`src/rtl/branch_predictor.sv`:
```
// ---------------------------------------------------------------------------
// branch_predictor
//
// Dynamic conditional-branch predictor for the five-stage RV32I pipeline.
// Decode asks for a prediction through the lookup port. MEM trains a table of
// 2-bit saturating counters through the update port. Two saturating
// performance counters track resolved branches and mispredictions.
//
// Configuration macro: BRANCH_PREDICTOR_GSHARE_EN
//   defined   -> a global history register is XORed into the lookup index
//                (gshare). History is trained at MEM resolution only.
//   undefined -> the index is the PC bits alone (bimodal).
//
// Parameters:
//   INDEX_BITS           log2 of pattern table depth (legal 2..10, default 6)
//
// Ports:
//   clk                  pipeline clock, rising-edge active
//   rst_n                asynchronous active-low reset
//   i_lookup_valid       decode-stage instruction is a conditional branch
//   i_lookup_pc          PC of the decode-stage instruction
//   i_lookup_offset      sign-extended B-type immediate
//   o_predicted          predict taken (qualified by i_lookup_valid)
//   o_predicted_target   i_lookup_pc + i_lookup_offset (mod 2^32)
//   o_predicted_index    table index used for this lookup
//   i_update_valid       MEM-stage instruction is a resolved conditional branch
//   i_update_taken       resolved outcome
//   i_update_predicted   prediction carried down the pipe with this branch
//   i_update_index       table index carried down the pipe with this branch
//   o_branch_count       resolved branches, saturating
//   o_mispredict_count   mispredicted branches, saturating
// ---------------------------------------------------------------------------
module branch_predictor #(
    parameter int INDEX_BITS = 6
) (
    input  logic                  clk,
    input  logic                  rst_n,
    input  logic                  i_lookup_valid,
    input  logic [31:0]           i_lookup_pc,
    input  logic [31:0]           i_lookup_offset,
    output logic                  o_predicted,
    output logic [31:0]           o_predicted_target,
    output logic [INDEX_BITS-1:0] o_predicted_index,
    input  logic                  i_update_valid,
    input  logic                  i_update_taken,
    input  logic                  i_update_predicted,
    input  logic [INDEX_BITS-1:0] i_update_index,
    output logic [31:0]           o_branch_count,
    output logic [31:0]           o_mispredict_count
);

    localparam int DEPTH = 1 << INDEX_BITS;

    logic [1:0]            r_pht [DEPTH];
    logic [31:0]           r_branch_count;
    logic [31:0]           r_mispredict_count;
    logic [INDEX_BITS-1:0] w_pc_idx;
    logic [INDEX_BITS-1:0] w_idx;
    logic [1:0]            w_cur;
    logic [1:0]            w_next;
    logic                  w_unused_pc_bits;

    // Instructions are word aligned, so PC bits [1:0] carry no information.
    assign w_pc_idx = i_lookup_pc[INDEX_BITS+1:2];
    assign w_unused_pc_bits = ^{i_lookup_pc[31:INDEX_BITS+2], i_lookup_pc[1:0]};

`ifdef BRANCH_PREDICTOR_GSHARE_EN
    logic [INDEX_BITS-1:0] r_ghr;

    // History shifts in resolved outcomes only, so it never needs repair on a flush.
    always_ff @(posedge clk or negedge rst_n) begin
        if (!rst_n) begin
            r_ghr <= '0;
        end else if (i_update_valid) begin
            r_ghr <= {r_ghr[INDEX_BITS-2:0], i_update_taken};
        end
    end

    assign w_idx = w_pc_idx ^ r_ghr;
`else
    assign w_idx = w_pc_idx;
`endif

    // Lookup reads registered state only, so a same-cycle update is not bypassed.
    assign o_predicted        = i_lookup_valid & r_pht[w_idx][1];
    assign o_predicted_target = i_lookup_pc + i_lookup_offset;
    assign o_predicted_index  = w_idx;

    // Saturating step of the 2-bit counter being trained.
    assign w_cur = r_pht[i_update_index];
    always_comb begin
        w_next = w_cur;
        if (i_update_taken) begin
            if (w_cur != 2'b11) begin
                w_next = w_cur + 2'b01;
            end
        end else begin
            if (w_cur != 2'b00) begin
                w_next = w_cur - 2'b01;
            end
        end
    end

    // Every entry starts weak not-taken so the first taken outcome flips it.
    always_ff @(posedge clk or negedge rst_n) begin
        if (!rst_n) begin
            for (int i = 0; i < DEPTH; i++) begin
                r_pht[i] <= 2'b01;
            end
        end else if (i_update_valid) begin
            r_pht[i_update_index] <= w_next;
        end
    end

    always_ff @(posedge clk or negedge rst_n) begin
        if (!rst_n) begin
            r_branch_count     <= '0;
            r_mispredict_count <= '0;
        end else if (i_update_valid) begin
            if (r_branch_count != 32'hFFFF_FFFF) begin
                r_branch_count <= r_branch_count + 32'd1;
            end
            if ((i_update_predicted ^ i_update_taken) &&
                (r_mispredict_count != 32'hFFFF_FFFF)) begin
                r_mispredict_count <= r_mispredict_count + 32'd1;
            end
        end
    end

    assign o_branch_count     = r_branch_count;
    assign o_mispredict_count = r_mispredict_count;

endmodule

```
`config.mk`:
```
export PLATFORM = sky130hd
export DESIGN_NAME = branch_predictor
export DESIGN_NICKNAME = d
export VERILOG_FILES = /design/src/rtl/branch_predictor.sv
export SDC_FILE = /design/constraint.sdc
export NUM_CORES = 1
export LEC_CHECK = 0
export BUFFER_PORTS_ARGS = -buffer_cell sky130_fd_sc_hd__buf_2
export CELL_PAD_IN_SITES_DETAIL_PLACEMENT = 0
export CELL_PAD_IN_SITES_GLOBAL_PLACEMENT = 1
export CORE_MARGIN = 2
export CORE_UTILIZATION = 41
export CTS_BUF_LIST = sky130_fd_sc_hd__clkbuf_4
export DETAILED_ROUTE_END_ITERATION = 8
export PLACE_DENSITY = 0.81
export SLEW_MARGIN = 20
export SYNTH_ARGS = -nofsm -noshare
export SYNTH_HDL_FRONTEND = slang
export SYNTH_SLANG_ARGS = --single-unit
```
`constraint.sdc`:
```
create_clock -name clk -period 2.9 [get_ports clk]
set_input_delay 0.29 -clock clk [delete_from_list [all_inputs] [get_ports clk]]
set_output_delay 0.29 -clock clk [all_outputs]
set_load 0.05 [all_outputs]
```
==> flow_summary.html <==
<table>
<tr><th>Metric</th><th>Value</th></tr>
<tr><th colspan="2">Yosys</th></tr>
<tr><td>Number of synthesized register bits</td><td>approximately 190</td></tr>
<tr><td>Cell type with the highest aggregate area in the netlist</td><td>sky130_fd_sc_hd__dfrtp_1</td></tr>
<tr><td>Synth Area in Simple Gates</td><td>18.6%</td></tr>
<tr><td>Most numerous cell in the Yosys netlist</td><td>sky130_fd_sc_hd__nand2_1</td></tr>
<tr><td>Post-Synthesis Net Count</td><td>approximately 1300</td></tr>
<tr><td>Gate count of the mapped netlist</td><td>1196</td></tr>
<tr><td>Proportion of register bits with asynchronous set or reset after synthesis</td><td>100%</td></tr>
<tr><td>Most used flip-flop cell after synthesis</td><td>sky130_fd_sc_hd__dfrtp_1</td></tr>
<tr><td>Leading cell types by total area after synthesis</td><td>sky130_fd_sc_hd__dfrtp_1, sky130_fd_sc_hd__dfstp_2, sky130_fd_sc_hd__nand2_1</td></tr>
<tr><td>Area fraction in compound gates after synthesis</td><td>16.9%</td></tr>
<tr><td>Sequential cell area fraction in the yosys report</td><td>a little over two fifths</td></tr>
<tr><td>Mapped cell area</td><td>roughly 12000 um^2</td></tr>
<tr><td>XOR/XNOR Fraction of Synth Area</td><td>6.54%</td></tr>
<tr><td>Dominant combinational cell family by area after synthesis</td><td>simple AND/OR/NAND/NOR gates</td></tr>
<tr><td>Number of synthesized flops with an enable pin</td><td>0</td></tr>
<tr><td>Adder-cell share of the synthesized area</td><td>3.93%</td></tr>
<tr><td>Number of warnings reported in the yosys synthesis log</td><td>0</td></tr>
<tr><td>Synthesized area divided by synthesized cell count</td><td>between 9 and 10 um^2</td></tr>
<tr><td>Most numerous cell types in the synthesized netlist</td><td>sky130_fd_sc_hd__nand2_1, sky130_fd_sc_hd__dfrtp_1, sky130_fd_sc_hd__o21ai_0</td></tr>
<tr><td>Number of distinct standard cells referenced by the synthesized netlist</td><td>74</td></tr>
<tr><td>Multiplexer area fraction after synthesis</td><td>8.10%</td></tr>
<tr><td>Share of the synthesized area in the top cell type</td><td>between 20 and 30%</td></tr>
<tr><th colspan="2">Run status</th></tr>
<tr><td>Outcome</td><td>finished with violations</td></tr>
<tr><td>Violations in the final reports</td><td>negative setup slack</td></tr>
<tr><th colspan="2">GRT</th></tr>
<tr><td>Global routing met3 resource utilization</td><td>between 4 and 5%</td></tr>
<tr><td>Routing usage on met2</td><td>between 30% and 40%</td></tr>
<tr><td>Most crowded layer after global routing</td><td>met2</td></tr>
<tr><td>Total global-route track usage</td><td>between 20% and 30%</td></tr>
<tr><td>Initial antenna violation count</td><td>2</td></tr>
<tr><td>Largest net degree at the start of global routing</td><td>93</td></tr>
<tr><td>Grt ovf</td><td>0</td></tr>
<tr><td>First-pass GRT wire length</td><td>approximately 52 mm</td></tr>
<tr><td>Number of global-route vias before repair</td><td>9705</td></tr>
<tr><td>Met1 usage in global routing</td><td>slightly below 30%</td></tr>
<tr><th colspan="2">Place</th></tr>
<tr><td>PortBufs</td><td>approximately 180</td></tr>
<tr><td>Post-Place Setup Slack</td><td>-0.301 ns</td></tr>
<tr><td>Post-Place Cell Area</td><td>approximately 14000 um^2</td></tr>
<tr><td>Total half-perimeter wirelength after legalization and detailed placement</td><td>23.9 mm</td></tr>
<tr><td>Gp weighted congestion</td><td>between 0.9 and 1</td></tr>
<tr><th colspan="2">Run</th></tr>
<tr><td>Count of maximum capacitance violations</td><td>0</td></tr>
<tr><th colspan="2">Floorplan</th></tr>
<tr><td>Initial Utilization</td><td>approximately two fifths</td></tr>
<tr><td>Number of rows created at floorplan</td><td>61</td></tr>
<tr><td>Die span in x</td><td>~170 um</td></tr>
<tr><td>Number of ports placed on the die boundary</td><td>179</td></tr>
<tr><td>Die area</td><td>about 30000 um^2</td></tr>
<tr><td>Die Ht</td><td>173 um</td></tr>
<tr><td>Core region area</td><td>~28000 um^2</td></tr>
<tr><th colspan="2">Worst setup path</th></tr>
<tr><td>Worst reg-to-reg path cell count</td><td>8</td></tr>
<tr><td>Start of the worst register-to-register path</td><td>r_pht[64]$_DFFE_PN1P_</td></tr>
<tr><td>Worst-path maximum fanout</td><td>2</td></tr>
<tr><td>Endpoint of the worst-slack reg-to-reg timing path</td><td>r_pht[6]$_DFFE_PN1P_</td></tr>
<tr><td>Crit path launch type</td><td>register</td></tr>
<tr><td>Critical path capture point type</td><td>output port</td></tr>
<tr><td>Required arrival time at the worst endpoint</td><td>approximately 2.6 ns</td></tr>
<tr><td>Reg-to-reg slack, setup</td><td>0.29 ns</td></tr>
<tr><td>Type of the setup path with the least slack</td><td>reg2out</td></tr>
<tr><td>Arr. time, crit path</td><td>2.83 ns</td></tr>
<tr><th colspan="2">Timing</th></tr>
<tr><td>Setup-violating endpoint count in the final report</td><td>6</td></tr>
<tr><td>Setup total negative slack</td><td>-0.600 ns</td></tr>
<tr><td>Maximum clock skew at final layout</td><td>between 0.02 and 0.03 ns</td></tr>
<tr><td>Clock period minus worst slack</td><td>around 3.1 ns</td></tr>
<tr><td>Ratio of final minimum period to clock period</td><td>107%</td></tr>
<tr><td>Worst-Margin Slew</td><td>0.751 ns</td></tr>
<tr><td>Unrepaired setup endpoints after global routing</td><td>true</td></tr>
<tr><td>Count of final max-slew check failures</td><td>0</td></tr>
<tr><td>Final hold violations</td><td>0</td></tr>
<tr><td>Normalized max-slew margin</td><td>between 40% and 50%</td></tr>
<tr><td>Peak Freq</td><td>~0.32 GHz</td></tr>
<tr><td>Worst path setup slack after routing</td><td>-0.216 ns</td></tr>
<tr><th colspan="2">Detailed routing</th></tr>
<tr><td>ANT nets after route</td><td>0</td></tr>
<tr><td>Routed via count divided by cell count</td><td>~5.4</td></tr>
<tr><td>Detailed-routing iteration count for the pre-antenna-repair pass</td><td>5</td></tr>
<tr><td>Final wirelength</td><td>between 30 and 40 mm</td></tr>
<tr><td>DRC violation count after routing</td><td>0</td></tr>
<tr><td>Number of vias after detailed routing</td><td>slightly below 10000</td></tr>
<tr><td>DR iter-0 viols</td><td>approximately 670</td></tr>
<tr><td>Mean routed wirelength per cell</td><td>between 15 and 20 um</td></tr>
<tr><th colspan="2">Worst hold path</th></tr>
<tr><td>Worst Hold Depth</td><td>3</td></tr>
<tr><td>Startpoint of the tightest hold check path</td><td>i_update_valid</td></tr>
<tr><td>Hold-critical path endpoint</td><td>o_branch_count[0]$_DFFE_PN0P_</td></tr>
<tr><td>Worst hold-check path type</td><td>in2reg</td></tr>
<tr><th colspan="2">Final layout</th></tr>
<tr><td>Final standard cell utilization of the core</td><td>about half</td></tr>
<tr><td>Post-route cell area</td><td>14300 um^2</td></tr>
<tr><td>Share of cells above drive strength 1</td><td>36.0%</td></tr>
<tr><td>Growth of design area from synthesis to finish</td><td>23.2%</td></tr>
<tr><td>Number of nets in the layout</td><td>between 1500 and 2000</td></tr>
<tr><td>Fill count</td><td>approximately 2600</td></tr>
<tr><th colspan="2">CTS</th></tr>
<tr><td>Clock slew at the register clock pins of the worst setup and hold paths</td><td>approximately 0.16 ns</td></tr>
<tr><td>Clock root cell</td><td>sky130_fd_sc_hd__clkbuf_4</td></tr>
<tr><td>Clock sink total</td><td>about 190</td></tr>
<tr><td>Longest Clk Path Bufs</td><td>2</td></tr>
<tr><td>Clock tree from TritonCTS</td><td>built</td></tr>
<tr><td>Clock latency reported for the late side of the worst-skew pair</td><td>roughly 0.6 ns</td></tr>
<tr><td>Total number of H-tree levels</td><td>4</td></tr>
<tr><td>Total clock buffers created by CTS</td><td>17</td></tr>
<tr><th colspan="2">Pwr</th></tr>
<tr><td>Leakage power figure</td><td>around 6.4 nW</td></tr>
<tr><td>Pwr dens</td><td>528 nW/um^2</td></tr>
<tr><td>Largest vdd supply drop</td><td>261 uV</td></tr>
</table>
[final cells by class]
class	instances	area, um^2	area share (%)
antenna	3	7.51	0.0523
clock buffer	19	143	0.994
clock inverter	13	163	1.13
inverter	21	78.8	0.549
multi-input combinational	926	6630	46.2
sequential	192	4880	34.0
tap	378	473	3.30
timing repair buffer	289	1970	13.8
[cells in the final DEF (no fill, tap or decap), types with 8 or more instances in the layout]
| master | n |
|---|---|
| sky130_fd_sc_hd__nand2_1 | 247 |
| sky130_fd_sc_hd__buf_2 | 159 |
| sky130_fd_sc_hd__dfrtp_1 | 128 |
| sky130_fd_sc_hd__buf_4 | 102 |
| sky130_fd_sc_hd__o21ai_0 | 81 |
| sky130_fd_sc_hd__dfstp_2 | 64 |
| sky130_fd_sc_hd__o21ai_2 | 62 |
| sky130_fd_sc_hd__nor2_1 | 47 |
| sky130_fd_sc_hd__xnor2_1 | 42 |
| sky130_fd_sc_hd__xor2_1 | 39 |
| sky130_fd_sc_hd__nand3_1 | 33 |
| sky130_fd_sc_hd__mux4_2 | 28 |
| sky130_fd_sc_hd__a21oi_1 | 27 |
| sky130_fd_sc_hd__ha_1 | 27 |
| sky130_fd_sc_hd__and3_1 | 21 |
| sky130_fd_sc_hd__inv_1 | 20 |
| sky130_fd_sc_hd__mux2i_1 | 20 |
| sky130_fd_sc_hd__nand4_1 | 19 |
| sky130_fd_sc_hd__clkbuf_4 | 19 |
| sky130_fd_sc_hd__nor3_1 | 16 |
| sky130_fd_sc_hd__a221oi_1 | 16 |
| sky130_fd_sc_hd__and4_1 | 15 |
| sky130_fd_sc_hd__and2_1 | 14 |
| sky130_fd_sc_hd__buf_6 | 14 |
| sky130_fd_sc_hd__a21o_1 | 10 |
| sky130_fd_sc_hd__buf_12 | 10 |
| sky130_fd_sc_hd__nand2b_1 | 8 |
| sky130_fd_sc_hd__o21ai_1 | 8 |
[sequential cells by signal, summed over array words and instances, names as in the netlist]
register	cells
o_mispredict_count	32
r_pht	128
o_branch_count	32
[metrics by stage]
step	total power, W	std cells	hold WS [ns]
final	0.00757	1841	0.122
after CTS	0.00756	1833	0.0590
after detailed placement	0.00591	1797	0.425
after floorplan	0.00516	1196	-0.00559
after global placement	0.00587	1797	0.421
after global routing	0.00800	1840	0.0738
[per-layer routing]
layer  wire length, um  up-vias
met4               444        0
met3              1830       40
met5                 0        -
li1                  -     4816
met2             15500      293
met1             14400     4757
[how the worst max path moves through the flow]
| stage | start | endpoint | slack (ns) | cells past startpoint |
|---|---|---|---|---|
| 6_report | r_pht[21]$_DFFE_PN0P_ | o_predicted | -0.22 | 5 |
| 5_1_grt | r_pht[21]$_DFFE_PN0P_ | o_predicted | -0.34 | 5 |
| 4_1_cts | r_pht[21]$_DFFE_PN0P_ | o_predicted | -0.26 | 5 |
| 3_5_place_dp | i_lookup_pc[0] | o_predicted_target[28] | -0.30 | 11 |
| 3_3_place_gp | i_lookup_pc[0] | o_predicted_target[28] | -0.27 | 11 |
| 2_1_floorplan | i_lookup_pc[3] | o_predicted_target[23] | -0.34 | 8 |
[cells by family (layout without fill, tap and decap cells)]
| logic type | after synthesis | count (layout) |
|---|---|---|
| adders and majority gates | 36 | 36 |
| DFF | 192 | 192 |
| and+or+nand+nor | 460 | 460 |
| muxes | 58 | 58 |
| buffers and inverters | 78 | 342 |
| other | 0 | 3 |
| xor gates and xnor gates | 87 | 87 |
| AOI/OAI and AO/OA | 285 | 285 |
[report_power, final]
| group | total (W) | switching, W | internal (W) |
|---|---|---|---|
| combinational | 0.00266 | 0.00167 | 0.000981 |
| sequential | 0.00336 | 0.000271 | 0.00309 |
| clock | 0.00156 | 0.000937 | 0.000618 |
| total | 0.00757 | 0.00288 | 0.00469 |
[critical path, cell delays in order (launching register included)]
cell	delay [ns]
sky130_fd_sc_hd__dfrtp_1	0.46
sky130_fd_sc_hd__mux4_2	0.47
sky130_fd_sc_hd__mux4_2	0.52
sky130_fd_sc_hd__mux4_2	0.48
sky130_fd_sc_hd__and2_4	0.15
sky130_fd_sc_hd__buf_8	0.14
[timing repair]
action,in CTS,in global routing
pin swaps,11,14
gates resized for setup,37,38
endpoints found under the hold margin,46,0
setup endpoints to repair,14,16
buffers inserted,4,5
hold buffers,1,0
No activity file was read; power rests on OpenSTA's default activity.
